[config.mk]
export PLATFORM = sky130hd
export DESIGN_NAME = ram4_arbiter_flat
export DESIGN_NICKNAME = d
export VERILOG_FILES = /design/src/rtl/ram4_arbiter_if.sv /design/src/rtl/ram4_arbiter.sv /design/src/flat_wrapper.sv
export SDC_FILE = /design/constraint.sdc
export NUM_CORES = 1
export LEC_CHECK = 0
export CORE_UTILIZATION = 40
export DETAILED_ROUTE_END_ITERATION = 7
export PLACE_DENSITY = 0.77
export RECOVER_POWER = 100
export REMOVE_ABC_BUFFERS = 1
export SETUP_SLACK_MARGIN = 0.02
export SKIP_CTS_REPAIR_TIMING = 1
export SLEW_MARGIN = 25
export SYNTH_ARGS = -nofsm -noshare
export SYNTH_HDL_FRONTEND = slang
export SYNTH_SLANG_ARGS = --single-unit
[constraint.sdc]
create_clock -name clk -period 1.9 [get_ports clk]
set_clock_uncertainty 0.15 [all_clocks]
set_input_delay 0.19 -clock clk [delete_from_list [all_inputs] [get_ports clk]]
set_output_delay 0.19 -clock clk [all_outputs]
set_load 0.05 [all_outputs]
[src/rtl/ram4_arbiter_if.sv]
// Bundle for the two-requester RAM arbiter: requester handshakes, the single
// memory port, and the FSM state for debug visibility.
interface ram4_arbiter_if;
  // Handshake: a requester raises req with we/addr/wdata stable and holds it
  // until its one-cycle ack; req still high in the cycle after ack is a new request.
  logic       req_a;
  logic       req_b;
  logic       we_a;
  logic       we_b;
  logic [1:0] addr_a;
  logic [1:0] addr_b;
  logic [3:0] wdata_a;
  logic [3:0] wdata_b;
  logic       ack_a;
  logic       ack_b;
  logic [3:0] rdata_a;
  logic [3:0] rdata_b;
  logic       busy;
  logic       mem_sel;
  logic [1:0] mem_addr;
  logic [3:0] mem_din;
  logic [3:0] mem_dout;
  logic [1:0] state_dbg;

  modport slave (
    input  req_a, req_b, we_a, we_b, addr_a, addr_b, wdata_a, wdata_b, mem_dout,
    output ack_a, ack_b, rdata_a, rdata_b, busy, mem_sel, mem_addr, mem_din,
           state_dbg
  );

  modport master (
    output req_a, req_b, we_a, we_b, addr_a, addr_b, wdata_a, wdata_b, mem_dout,
    input  ack_a, ack_b, rdata_a, rdata_b, busy, mem_sel, mem_addr, mem_din,
           state_dbg
  );
endinterface

[src/rtl/ram4_arbiter.sv]
// Round-robin arbiter sharing one 4x4 synchronous RAM port between requesters
// A and B; each transaction runs IDLE -> ACCESS -> WAIT -> DONE.
module ram4_arbiter (
  input  logic            clk,
  input  logic            reset,
  ram4_arbiter_if.slave   bus
);
  typedef enum logic [1:0] {
    IDLE   = 2'd0,
    ACCESS = 2'd1,
    WAIT   = 2'd2,
    DONE   = 2'd3
  } state_t;

  state_t     state;
  logic       last_b;
  logic       cur_b;
  logic       cur_we;
  logic [1:0] addr_q;
  logic [3:0] din_q;
  logic       sel_q;
  logic       ack_a_q;
  logic       ack_b_q;
  logic [3:0] rdata_a_q;
  logic [3:0] rdata_b_q;

  logic       grant_b;
  logic       win_we;
  logic [1:0] win_addr;
  logic [3:0] win_wdata;

  // With both pending, the one not granted last time wins.
  always_comb begin
    grant_b = 1'b0;
    if (bus.req_a && bus.req_b) grant_b = ~last_b;
    else                        grant_b = bus.req_b;
    win_we    = grant_b ? bus.we_b    : bus.we_a;
    win_addr  = grant_b ? bus.addr_b  : bus.addr_a;
    win_wdata = grant_b ? bus.wdata_b : bus.wdata_a;
  end

  always_ff @(posedge clk) begin
    if (reset) begin
      state     <= IDLE;
      last_b    <= 1'b1;
      cur_b     <= 1'b0;
      cur_we    <= 1'b0;
      addr_q    <= 2'd0;
      din_q     <= 4'd0;
      sel_q     <= 1'b0;
      ack_a_q   <= 1'b0;
      ack_b_q   <= 1'b0;
      rdata_a_q <= 4'd0;
      rdata_b_q <= 4'd0;
    end else begin
      ack_a_q <= 1'b0;
      ack_b_q <= 1'b0;
      case (state)
        IDLE: begin
          if (bus.req_a || bus.req_b) begin
            state  <= ACCESS;
            cur_b  <= grant_b;
            last_b <= grant_b;
            cur_we <= win_we;
            addr_q <= win_addr;
            din_q  <= win_wdata;
            sel_q  <= win_we;
          end
        end
        ACCESS: begin
          sel_q <= 1'b0;
          state <= WAIT;
        end
        WAIT: begin
          // Read data from the RAM arrives one edge after ACCESS presented the address.
          if (!cur_we) begin
            if (cur_b) rdata_b_q <= bus.mem_dout;
            else       rdata_a_q <= bus.mem_dout;
          end
          ack_a_q <= ~cur_b;
          ack_b_q <= cur_b;
          state   <= DONE;
        end
        DONE: begin
          state <= IDLE;
        end
      endcase
    end
  end

  // Reset gates the strobe immediately so an aborted write never reaches the RAM.
  assign bus.mem_sel   = sel_q & ~reset;
  assign bus.mem_addr  = addr_q;
  assign bus.mem_din   = din_q;
  assign bus.ack_a     = ack_a_q;
  assign bus.ack_b     = ack_b_q;
  assign bus.rdata_a   = rdata_a_q;
  assign bus.rdata_b   = rdata_b_q;
  assign bus.busy      = (state != IDLE);
  assign bus.state_dbg = state;
endmodule

[src/flat_wrapper.sv]
// flat-port wrapper written by rule: the top's interface ports become plain ports
module ram4_arbiter_flat 
  (clk, reset, bus_req_a, bus_req_b, bus_we_a, bus_we_b, bus_addr_a, bus_addr_b, bus_wdata_a, bus_wdata_b, bus_mem_dout, bus_ack_a, bus_ack_b, bus_rdata_a, bus_rdata_b, bus_busy, bus_mem_sel, bus_mem_addr, bus_mem_din, bus_state_dbg);
  ram4_arbiter_if bus_i ();
  input  logic clk;
  input  logic reset;
  input wire logic [$bits(bus_i.req_a)-1:0] bus_req_a;
  input wire logic [$bits(bus_i.req_b)-1:0] bus_req_b;
  input wire logic [$bits(bus_i.we_a)-1:0] bus_we_a;
  input wire logic [$bits(bus_i.we_b)-1:0] bus_we_b;
  input wire logic [$bits(bus_i.addr_a)-1:0] bus_addr_a;
  input wire logic [$bits(bus_i.addr_b)-1:0] bus_addr_b;
  input wire logic [$bits(bus_i.wdata_a)-1:0] bus_wdata_a;
  input wire logic [$bits(bus_i.wdata_b)-1:0] bus_wdata_b;
  input wire logic [$bits(bus_i.mem_dout)-1:0] bus_mem_dout;
  output wire logic [$bits(bus_i.ack_a)-1:0] bus_ack_a;
  output wire logic [$bits(bus_i.ack_b)-1:0] bus_ack_b;
  output wire logic [$bits(bus_i.rdata_a)-1:0] bus_rdata_a;
  output wire logic [$bits(bus_i.rdata_b)-1:0] bus_rdata_b;
  output wire logic [$bits(bus_i.busy)-1:0] bus_busy;
  output wire logic [$bits(bus_i.mem_sel)-1:0] bus_mem_sel;
  output wire logic [$bits(bus_i.mem_addr)-1:0] bus_mem_addr;
  output wire logic [$bits(bus_i.mem_din)-1:0] bus_mem_din;
  output wire logic [$bits(bus_i.state_dbg)-1:0] bus_state_dbg;
  assign bus_i.req_a = bus_req_a;
  assign bus_i.req_b = bus_req_b;
  assign bus_i.we_a = bus_we_a;
  assign bus_i.we_b = bus_we_b;
  assign bus_i.addr_a = bus_addr_a;
  assign bus_i.addr_b = bus_addr_b;
  assign bus_i.wdata_a = bus_wdata_a;
  assign bus_i.wdata_b = bus_wdata_b;
  assign bus_i.mem_dout = bus_mem_dout;
  assign bus_ack_a = bus_i.ack_a;
  assign bus_ack_b = bus_i.ack_b;
  assign bus_rdata_a = bus_i.rdata_a;
  assign bus_rdata_b = bus_i.rdata_b;
  assign bus_busy = bus_i.busy;
  assign bus_mem_sel = bus_i.mem_sel;
  assign bus_mem_addr = bus_i.mem_addr;
  assign bus_mem_din = bus_i.mem_din;
  assign bus_state_dbg = bus_i.state_dbg;
  ram4_arbiter u_core (.clk(clk), .reset(reset), .bus(bus_i));
endmodule
# Word-level counts from Yosys, hierarchy flattened
# Cells that the tools add are included.
[word_totals] reg_bits=22 in_bits=22 output_inout_bits=20 wordCells=39
[classes] eq_ne=4 mux=8 n_bitwise=6 n_reduce_logical=10
[op_table] cell="$pmux W2 S4" n=1
[op_table] cell="$reduce_and A3 Y1" n=2
[op_table] cell="$not A1 Y1" n=5
[op_table] cell="$eq A2 B2 Y1 const B" n=2
[op_table] cell="$mux W2" n=2
[op_table] cell="$mux W4" n=1
[op_table] cell="$reduce_and A2 Y1" n=2
[op_table] cell="$reduce_bool A2 Y1" n=2
[op_table] cell="$mux W1" n=3
[op_table] cell="$eq A2 B1 Y1 const B" n=1
[op_table] cell="$logic_not A2 Y1" n=1
[op_table] cell="$ne A2 B1 Y1 const B" n=1
[op_table] cell="$pmux W1 S2" n=1
[op_table] cell="$reduce_or A2 Y1" n=1
[op_table] cell="$and A1 B1 Y1" n=1
[op_table] cell="$logic_and A1 B1 Y1" n=1
[op_table] cell="$logic_or A1 B1 Y1" n=1

# Depth between registers and ports, before layout
# Gate-level depths: netlist of the first run.
[depth] depth_word=5 ltp_mapped=7 mapped_depth_nobuf=5

# Least setup slack after synthesis of the first run
# Ideal clock, no wire load.
[synth_path] kind="reg-to-reg" from="register u_core.state[0], in the netlist u_core.bus.state_dbg[0]" to="register u_core.sel_q" setup_ps=86 t_arrival_ps=1649 required_time_ps=1664 path_slack_ps=15 path_stages_with_launch=7 n_path_buf=2 period_less_slack_ps=1885 path_cell_list="dfxtp_1 inv_1 ha_1 buf_2 o21a_1 buf_6 a221oi_2"
[synth_between] elab_chain_cells=3 word_cells_on_any_way=6 cone_classes="eq/ne: 2; mux: 1; reduce/logical: 3"
[synth_lines] element="start, declared" line_no="ram4_arbiter.sv:15" text="state_t state;"
[synth_lines] element="start signal, assigned" line_no="ram4_arbiter.sv:44" text="state <= IDLE;"
[synth_lines] element="start signal, assigned" line_no="ram4_arbiter.sv:61" text="state <= ACCESS;"
[synth_lines] element="start signal, assigned" line_no="ram4_arbiter.sv:72" text="state <= WAIT;"
[synth_lines] element="$logic_not A2 Y1 or $eq A2 B1 Y1 (tied branches)" line_no="ram4_arbiter.sv:58" text="case (state)"
[synth_lines] element="$ne A2 B1 Y1 (no line) or $reduce_bool A2 Y1 (tied branches)"
[synth_lines] element="$reduce_and A2 Y1 (no line)"
[synth_lines] element="end signal, assigned" line_no="ram4_arbiter.sv:67" text="sel_q <= win_we;"
[synth_lines] element="end, declared" line_no="ram4_arbiter.sv:21" text="logic sel_q;"
# Parallel ways exist; a longest one is shown, timed or not.
# A chain may end at the register's enable or synchronous reset.

# Worst setup path after layout of the first run
[layout_path] from="register u_core.din_q[2], in the netlist u_core.bus.mem_din[2]" to="output port bus_mem_din[2]"
[layout_lines] element="start, declared" line_no="ram4_arbiter.sv:20" text="logic [3:0] din_q;"
[layout_lines] element="start signal, assigned" line_no="ram4_arbiter.sv:66" text="din_q <= win_wdata;"
[layout_lines] element="end, declared" line_no="flat_wrapper.sv:23" text="output wire logic [$bits(bus_i.mem_din)-1:0] bus_mem_din;"
# No word-level cell between the ends.

==> results of run 1 <==
cell families after synthesis:
| logic type | after synthesis | synth area share, % |
|---|---|---|
| compound gates | 16 | 13.0 |
| fa+ha+maj | 3 | 3.98 |
| buf+inv | 9 | 5.30 |
| flops | 22 | 46.7 |
| mux | 16 | 17.0 |
| simple gates | 27 | 14.1 |
routing by layer:
layer	part of all wire, %	up-vias	wire, um
li1	-	412	-
met2	51	28	1090
met5	0	-	0
met3	5.3	4	112
met4	1.2	0	26
met1	42	384	896
area by class of cell:
class | instances | share of cell area (%)
Tap cell | 28 | 2.46
Sequential cell | 22 | 31.0
Inverter | 4 | 1.06
Timing Repair Buffer | 45 | 29.9
Clock buffer | 3 | 1.58
Multi-Input combinational cell | 62 | 31.9
Clock inverter | 1 | 2.11
state kept, by name, summed over array words and instances (netlist names):
register	cells
u_core.bus.rdata_a	4
u_core.bus.ack_b	1
u_core.bus.ack_a	1
u_core.bus.state_dbg	2
u_core.bus.mem_din	4
u_core.cur_we	1
u_core.bus.mem_addr	2
u_core.sel_q	1
u_core.cur_b	1
u_core.last_b	1
u_core.bus.rdata_b	4
power groups by stage:
stage	sequential, mW	clock, mW	combinational, mW
finish	0.667	0.356	1.13
global route	0.682	0.384	1.20
CTS	0.668	0.367	1.24
detailed placement	0.674	0	1.24
global placement	0.673	0	1.20
floorplan	0.980	0	0.451
cell usage in the layout, fill, tap and decap left out:
cell type and instances:
mux2i_1 16, dlygate4sd3_1 1, a21oi_1 1, clkbuf_4 4, nor2_1 18, a211oi_1 8, nor3_1 1, a22oi_1 1
dfxtp_1 22, and3b_1 1, nand2_1 1, nand3b_1 1, nor2b_1 1, or2_2 1, bufinv_16 1, a221oi_2 1
o21ai_0 2, buf_12 1, nor3b_1 2, clkdlybuf4s50_1 35, clkbuf_1 4, nor3b_2 1, ha_1 3, inv_1 4
buf_4 3, a31oi_1 1, o21a_1 1, a21boi_2 1
per-stage QoR:
stage               cells  setup WS, ps
finish                165          72.9
global route          165          26.3
CTS                   165          3.00
detailed placement    161          77.9
global placement      161           149
floorplan              88          35.1
how the worst min path moves through the flow:
stage | startpoint | endpoint | cells after the start
4_1_cts | bus_mem_dout[0] | u_core.bus.rdata_b[0] | 3
5_1_grt | bus_mem_dout[1] | u_core.bus.rdata_b[1] | 3
2_1_floorplan | reset | u_core.sel_q | 1
3_5_place_dp | u_core.bus.rdata_a[3] | u_core.bus.rdata_a[3] | 2
6_report | bus_mem_dout[0] | u_core.bus.rdata_b[0] | 3
3_3_place_gp | u_core.bus.rdata_b[1] | u_core.bus.rdata_b[1] | 2
synth_stat cells, types with 2 or more instances:
master and count:
buf_6 2, a211oi_1 8, nor2_1 18, inv_1 4
nor3b_1 2, o21ai_0 2, ha_1 3, dfxtp_1 22
mux2i_1 16
==> results by stage, run 1 <==
Worst setup path:
- The capturing element type of the critical path is a primary output.
- The cell family contributing the most delay on the critical path is buffers and inverters.
- For the worst setup path, the data required time is 1560 ps.
- By startpoint and endpoint, the worst setup path is classified as flop to primary output.
- The largest fanout of any net on the critical path is 2.
- The number of cells on the critical path is 1.
- The arrival time reported for the critical path endpoint is 1490 ps.
- In this design, the stage delay of the slowest critical-path cell is 820 ps.
- STA classifies the critical path startpoint as a flop.
- For flop-to-flop paths, the worst setup slack is 190 ps.
- The logic depth of the worst register-to-register path is 5.
- In this run the critical register-to-register path is launched from u_core.bus.state_dbg[0].
- The signal on the critical path passes through clkdlybuf4s50_1.
- Together, buffers and inverters on the worst path number 1.
- In this run the worst setup path terminates at bus_mem_din[2].
- The launching element of the worst setup path is u_core.bus.mem_din[2].
- The slowest stage of the critical path belongs to the cell clkdlybuf4s50_1.
- In this run the critical register-to-register path is captured at u_core.sel_q.

Logic synthesis:
- dfxtp_1 takes more of the synthesized area than any other cell.
- The count of flip-flops with a built-in enable after synthesis is 0.
- The synthesized area is 943 sq um.
- The fraction of post-synthesis cell area in the top cell type by area is 46.7%.
- The post-synthesis area per instance is 10.1 sq um.
- Synthesis produced a netlist whose cell count is 93.
- After synthesis, the share of flip-flops with an asynchronous set or reset is 0%.
- The top flip-flop cell by instance count after synthesis is dfxtp_1.
- During synthesis, Yosys emitted a total of 0 warnings.
- The number of library cell types mapped by synthesis is 25.
- The number of synthesized register bits is 22.
- The sequential area share after synthesis is 46.7%.
- Sorting the synthesized cells by area gives the leading types as dfxtp_1, mux2i_1, nor2_1.

Floorplan:
- The die covers 2560 sq um.
- The number of placement rows is 17.
- The die extent in y is 50.6 um.
- Once the floorplan was initialized, standard cells occupied 42.6% of the core.
- In this run the standard cell core region covers 2210 sq um.
- In this run the horizontal extent of the chip is 50.6 um.
- In this run the count of I/O pins placed on the die edge is 42.

Cells and area:
- After routing the design area is 1420 sq um.
- The repair_antennas step left the layout with diodes totalling 0.
- The count of filler cells inserted in the layout is 196.
- The register cell area after layout is 440 sq um.
- Measured on the finished design, the core utilization comes to 64.3%.
- The multi-input combinational cells in the finished layout cover a total of 453 sq um.
- Compared with the post-synthesis result, the final layout area differs by 50.7%.
- The post-route netlist has 9.49% of its cells at a drive strength greater than 1.
- The number of nets in the final layout is 163.

Timing:
- Setup repair after global routing left no endpoint under its margin.
- The number of pins with negative max-slew slack in the final report came to 0.
- The final critical delay including setup and external delays is 1830 ps.
- The number of hold violations in the final report is 0.
- The final critical path takes up 96.2% of the cycle.
- Timing would allow up to 547 MHz.
- After routing, the total negative slack on setup checks comes to 0 ps.
- The smallest hold slack is 361 ps.
- For the pin with the worst max-slew slack, the measured transition is 612 ps.
- The number of failing setup endpoints in the final timing report is 0.
- The worst slew margin relative to its limit is 59.4%.

Power:
- The peak supply drop is 1020 uV.
- Of the total power, registers draw 31.0%.
- The proportion of power drawn by combinational gates is 52.4%.
- The power density over the cells is 1510 nW/um^2.
- The switching part of the total is 43.8%.
- The overall power of the completed layout is 2.15 mW.
- The switching power total is 0.941 mW.
- In this run the static leakage power is 0.576 nW.
- The internal power contribution is 1.21 mW.
- The clock network is responsible for 16.6% of the overall power.

Global route:
- In the global route stage, met1 resource usage came out at 19.8%.
- The number of global-route vias before repair is 761.
- For this run, global-route usage on met2 was measured as 29.8%.
- The layer flagged by global routing as most heavily used is met2.
- The global route total overflow is 0.
- The largest net degree at the start of global routing is 16.
- In the global route stage, met3 resource usage came out at 3.94%.
- The first global-routing pass estimated 3.24 mm of wire.
- Global routing consumed, over all layers together, 17.4% of the routing resources.
- The number of antenna violations at the first check in global routing was 0.

Hold path:
- The tightest min-delay check is of the input pin to flop type.

Clock tree:
- The clock buffer count from CTS is 3.
- The clock tree root buffer cell is clkbuf_4.
- The number of levels in the clock H-tree is 1.
- For the worst-skew pair, the clock arrives at the later sink with an insertion delay of 300 ps.
- The clock-pin slew on the worst setup and hold paths is 120 ps.
- The sink count of the clock tree is 22.
- The clock tree from TritonCTS is yes.
- In this run the deepest clock path goes through 2 buffers.

Drt:
- The number of optimization iterations in the first detailed-route pass is 3.
- The routed layout has 828 vias.
- The post-route antenna net violation count is 0.
- The first routing iteration left 6 violations.
- Using the TritonRoute via totals, the vias-per-cell ratio works out to 5.02.
- The routed design has 2.13 mm of wire.
- Dividing the detail-routed wire length by the instance count gives 12.9 um.
- In the routed design, unresolved DRC markers number 0.

Placed design:
- Input and output buffers added on the ports amount to 41.
- Routability-driven placement finished with a final weighted congestion of 0.784.
- The final HPWL from detailed placement is 1.66 mm.
- Summing all placed instances gives a cell area of 1420 sq um.

Job:
- The reported max-cap violation count is 0.

Run status:
- The run finished with clean final reports.
No activity file was read; power rests on OpenSTA's default activity.
==> run 2, diff against run 1 <==
--- a/config.mk
+++ b/config.mk
@@ -8,7 +8,6 @@
 export CORE_UTILIZATION = 40
 export DETAILED_ROUTE_END_ITERATION = 7
 export PLACE_DENSITY = 0.77
-export RECOVER_POWER = 100
 export REMOVE_ABC_BUFFERS = 1
 export SETUP_SLACK_MARGIN = 0.02
 export SKIP_CTS_REPAIR_TIMING = 1
==> run 2 against run 1 <==
Worst hold slack barely moved. First-iteration DRC count did not move. Routed wire length fell by 0.24%. Die area did not move. Combinational power rose by 9%. Largest cell class is now buffers.
==> results by stage, run 2 (synthesized netlist as in run 1, its figures left out) <==
Cells and area:
- In the final layout, the multi-input gates occupy 453 sq um.
- The proportion of layout cells with a drive suffix above 1 is 10.2%.
- The final standard cell count with taps included and fillers excluded is 165.
- The number of diodes is 0.
- Counting the fill cells in the layout gives 184.
- The number of nets in the final layout is 163.
- The top cell types in the final layout, fill and taps aside, are clkdlybuf4s50_1, dfxtp_1, nor2_1.
- The synthesis-to-layout area growth is 56.5%.
- Across the whole layout, storage elements account for 440 sq um.
- The most common cell after layout, fill and taps aside is clkdlybuf4s50_1.

Run status:
- The run finished with clean final reports.

Floorplan:
- In this run the standard cell core region covers 2210 sq um.
- The die is 50.6 um wide.
- The starting density of the core is 42.6%.
- The die extent in y is 50.6 um.
- The number of I/O pins is 42.
- The floorplan has 17 rows.
- The area enclosed by the die boundary is 2560 sq um.

Worst setup path:
- At the worst endpoint, the arrival time is 1490 ps.
- In this design, the stage delay of the slowest critical-path cell is 820 ps.
- The cell family contributing the most delay on the critical path is buffers and inverters.
- The data required time of the critical path is 1560 ps.
- Of all nets on the critical path, the largest fanout is 2.
- The total buffers and inverters traversed by the critical path is 1.
- The startpoint-to-endpoint class of the critical path is flop to primary output.
- The signal on the critical path passes through clkdlybuf4s50_1.
- The element type at the critical path start is a flop.
- STA classifies the critical path endpoint as a primary output.
- The cell at the slowest stage of the critical path is clkdlybuf4s50_1.

Drt:
- In the final routed layout, each cell accounts on average for 12.8 um.
- The detailed router finished its first iteration with 6 violations.
- The post-route antenna net violation count is 0.
- The number of optimization iterations in the first detailed-route pass is 3.
- The average via count per standard cell is 5.02.
- After detailed routing, the number of remaining DRC violations is 0.
- The final routed wirelength across all metal layers is 2.12 mm.
- The final route contains 828 vias.

Timing:
- At the pin with the least slew margin, the transition time is 520 ps.
- The final clock period utilization by the worst path is 96.2%.
- Setup violations remaining at the end of the flow were counted as 0.
- The worst pin sits at a relative slew slack of 65.2%.
- After layout, the worst setup slack is 72.9 ps.
- The tightest hold path in the finished design has a slack of 361 ps.
- For this run, the top clock speed supported by timing is 547 MHz.
- The final critical delay including setup and external delays is 1830 ps.
- Setup repair after global routing left no endpoint under its margin.
- The number of pins with negative max-slew slack in the final report is 0.
- The aggregate negative setup slack is 0 ps.
- The number of hold violations in the final report is 0.

Clock tree:
- The clock tree from TritonCTS is yes.
- The clock buffer count from CTS is 3.
- After clock tree synthesis, the clock-pin slew on the worst setup and hold paths is 120 ps.
- In this run the clock root is driven by a clkbuf_4.
- At the later pin of the worst-skew pair, clock insertion delay measures 300 ps.
- CTS built an H-tree with a depth of 1.
- The sink count of the clock tree is 22.
- The maximum clock path buffer count is 2.

Global route:
- The first-pass GRT wire length is 3.24 mm.
- Global routing consumed, over all layers together, 17.4% of the routing resources.
- Summed over all layers, the global routing overflow is 0.
- Entering global routing, the biggest net connects 16 pins.
- The number of global-route vias before repair is 761.
- The number of antenna violations at the first check in global routing is 0.

Placed design:
- The placer's final routability congestion estimate is 0.784.
- The cell count after placement is 161.
- The number of port buffers is 41.
- Once detailed placement completed, the half-perimeter wirelength came to 1.66 mm.
- At the placement stage, the worst setup path has a slack of 77.9 ps.

Power:
- Across the VDD grid, the largest voltage drop is 1210 uV.
- The analysis attributes to cell leakage a power of 0.635 nW.
- Power spread over the standard cell area amounts to 1520 nW/um^2.

Hold path:
- The class of the most critical hold timing path is input pin to flop.

Job:
- The reported max-cap violation count is 0.
[run 2: cell count changes in the layout (fill, tap and decap cells not counted), sizes merged]
cell,previous run,this run
clkdlybuf4s50,35,36
clkbuf,8,3
dlygate4sd3,1,0
buf,4,6
dlymetal6s2s,0,3
[run 2: metal layers]
metal  vias to the layer above  track usage, %  wire length (um)
met2                        28            29.8              1090
met4                         0            9.72                26
li1                        412               -                 -
met3                         4            3.94               108
met5                         -               0                 0
met1                       384            19.8               893
[run 2: power by group]
group	internal (mW)	switching [mW]	total, mW
sequential	0.583	0.0839	0.667
combinational	0.501	0.724	1.23
clock	0.213	0.143	0.356
[run 2: metrics by stage]
step	total power [mW]	util, %	cell area, sq um
2_1_floorplan	1.43	-	908
3_3_place_gp	1.87	64.0	1420
3_5_place_dp	1.91	64.0	1420
4_1_cts	2.27	66.4	1470
5_1_grt	2.37	66.7	1480
6_report	2.25	66.7	1480
[run 2: cell type report]
type / count / share of cell area (%)
clock buffer: 3 / 1.53
clock inverter: 1 / 2.03
inverter: 4 / 1.02
multi-input combinational: 62 / 30.7
sequential: 22 / 29.8
tap: 28 / 2.37
timing repair buffer: 45 / 32.5
[run 2: path summary, 6_finish.rpt]
check	from	endpoint	slack, ps	cells past startpoint
worst min-delay path	bus_mem_dout[0]	u_core.bus.rdata_b[0]	360	3
worst max-delay path	u_core.bus.mem_din[2]	bus_mem_din[2]	70	1
worst min register to register	u_core.bus.mem_addr[1]	u_core.bus.mem_addr[1]	370	2
worst max register to register	u_core.bus.state_dbg[0]	u_core.sel_q	190	5
[run 2: worst reg2reg max path, delay by kind of cell (launching register included)]
family	cells	cell delay [ps]
buf+inv	1	90
fa+ha+maj	1	330
simple gates	1	340
flops	1	360
compound gates	2	370
==> run 3, diff against run 2 <==
--- a/config.mk
+++ b/config.mk
@@ -7,6 +7,7 @@
 export LEC_CHECK = 0
 export CORE_UTILIZATION = 40
 export DETAILED_ROUTE_END_ITERATION = 7
+export HOLD_SLACK_MARGIN = 0.06
 export PLACE_DENSITY = 0.77
 export REMOVE_ABC_BUFFERS = 1
 export SETUP_SLACK_MARGIN = 0.02
==> results of run 3 <==
No change in the layout: final DEF, timing and power equal those of run 2.
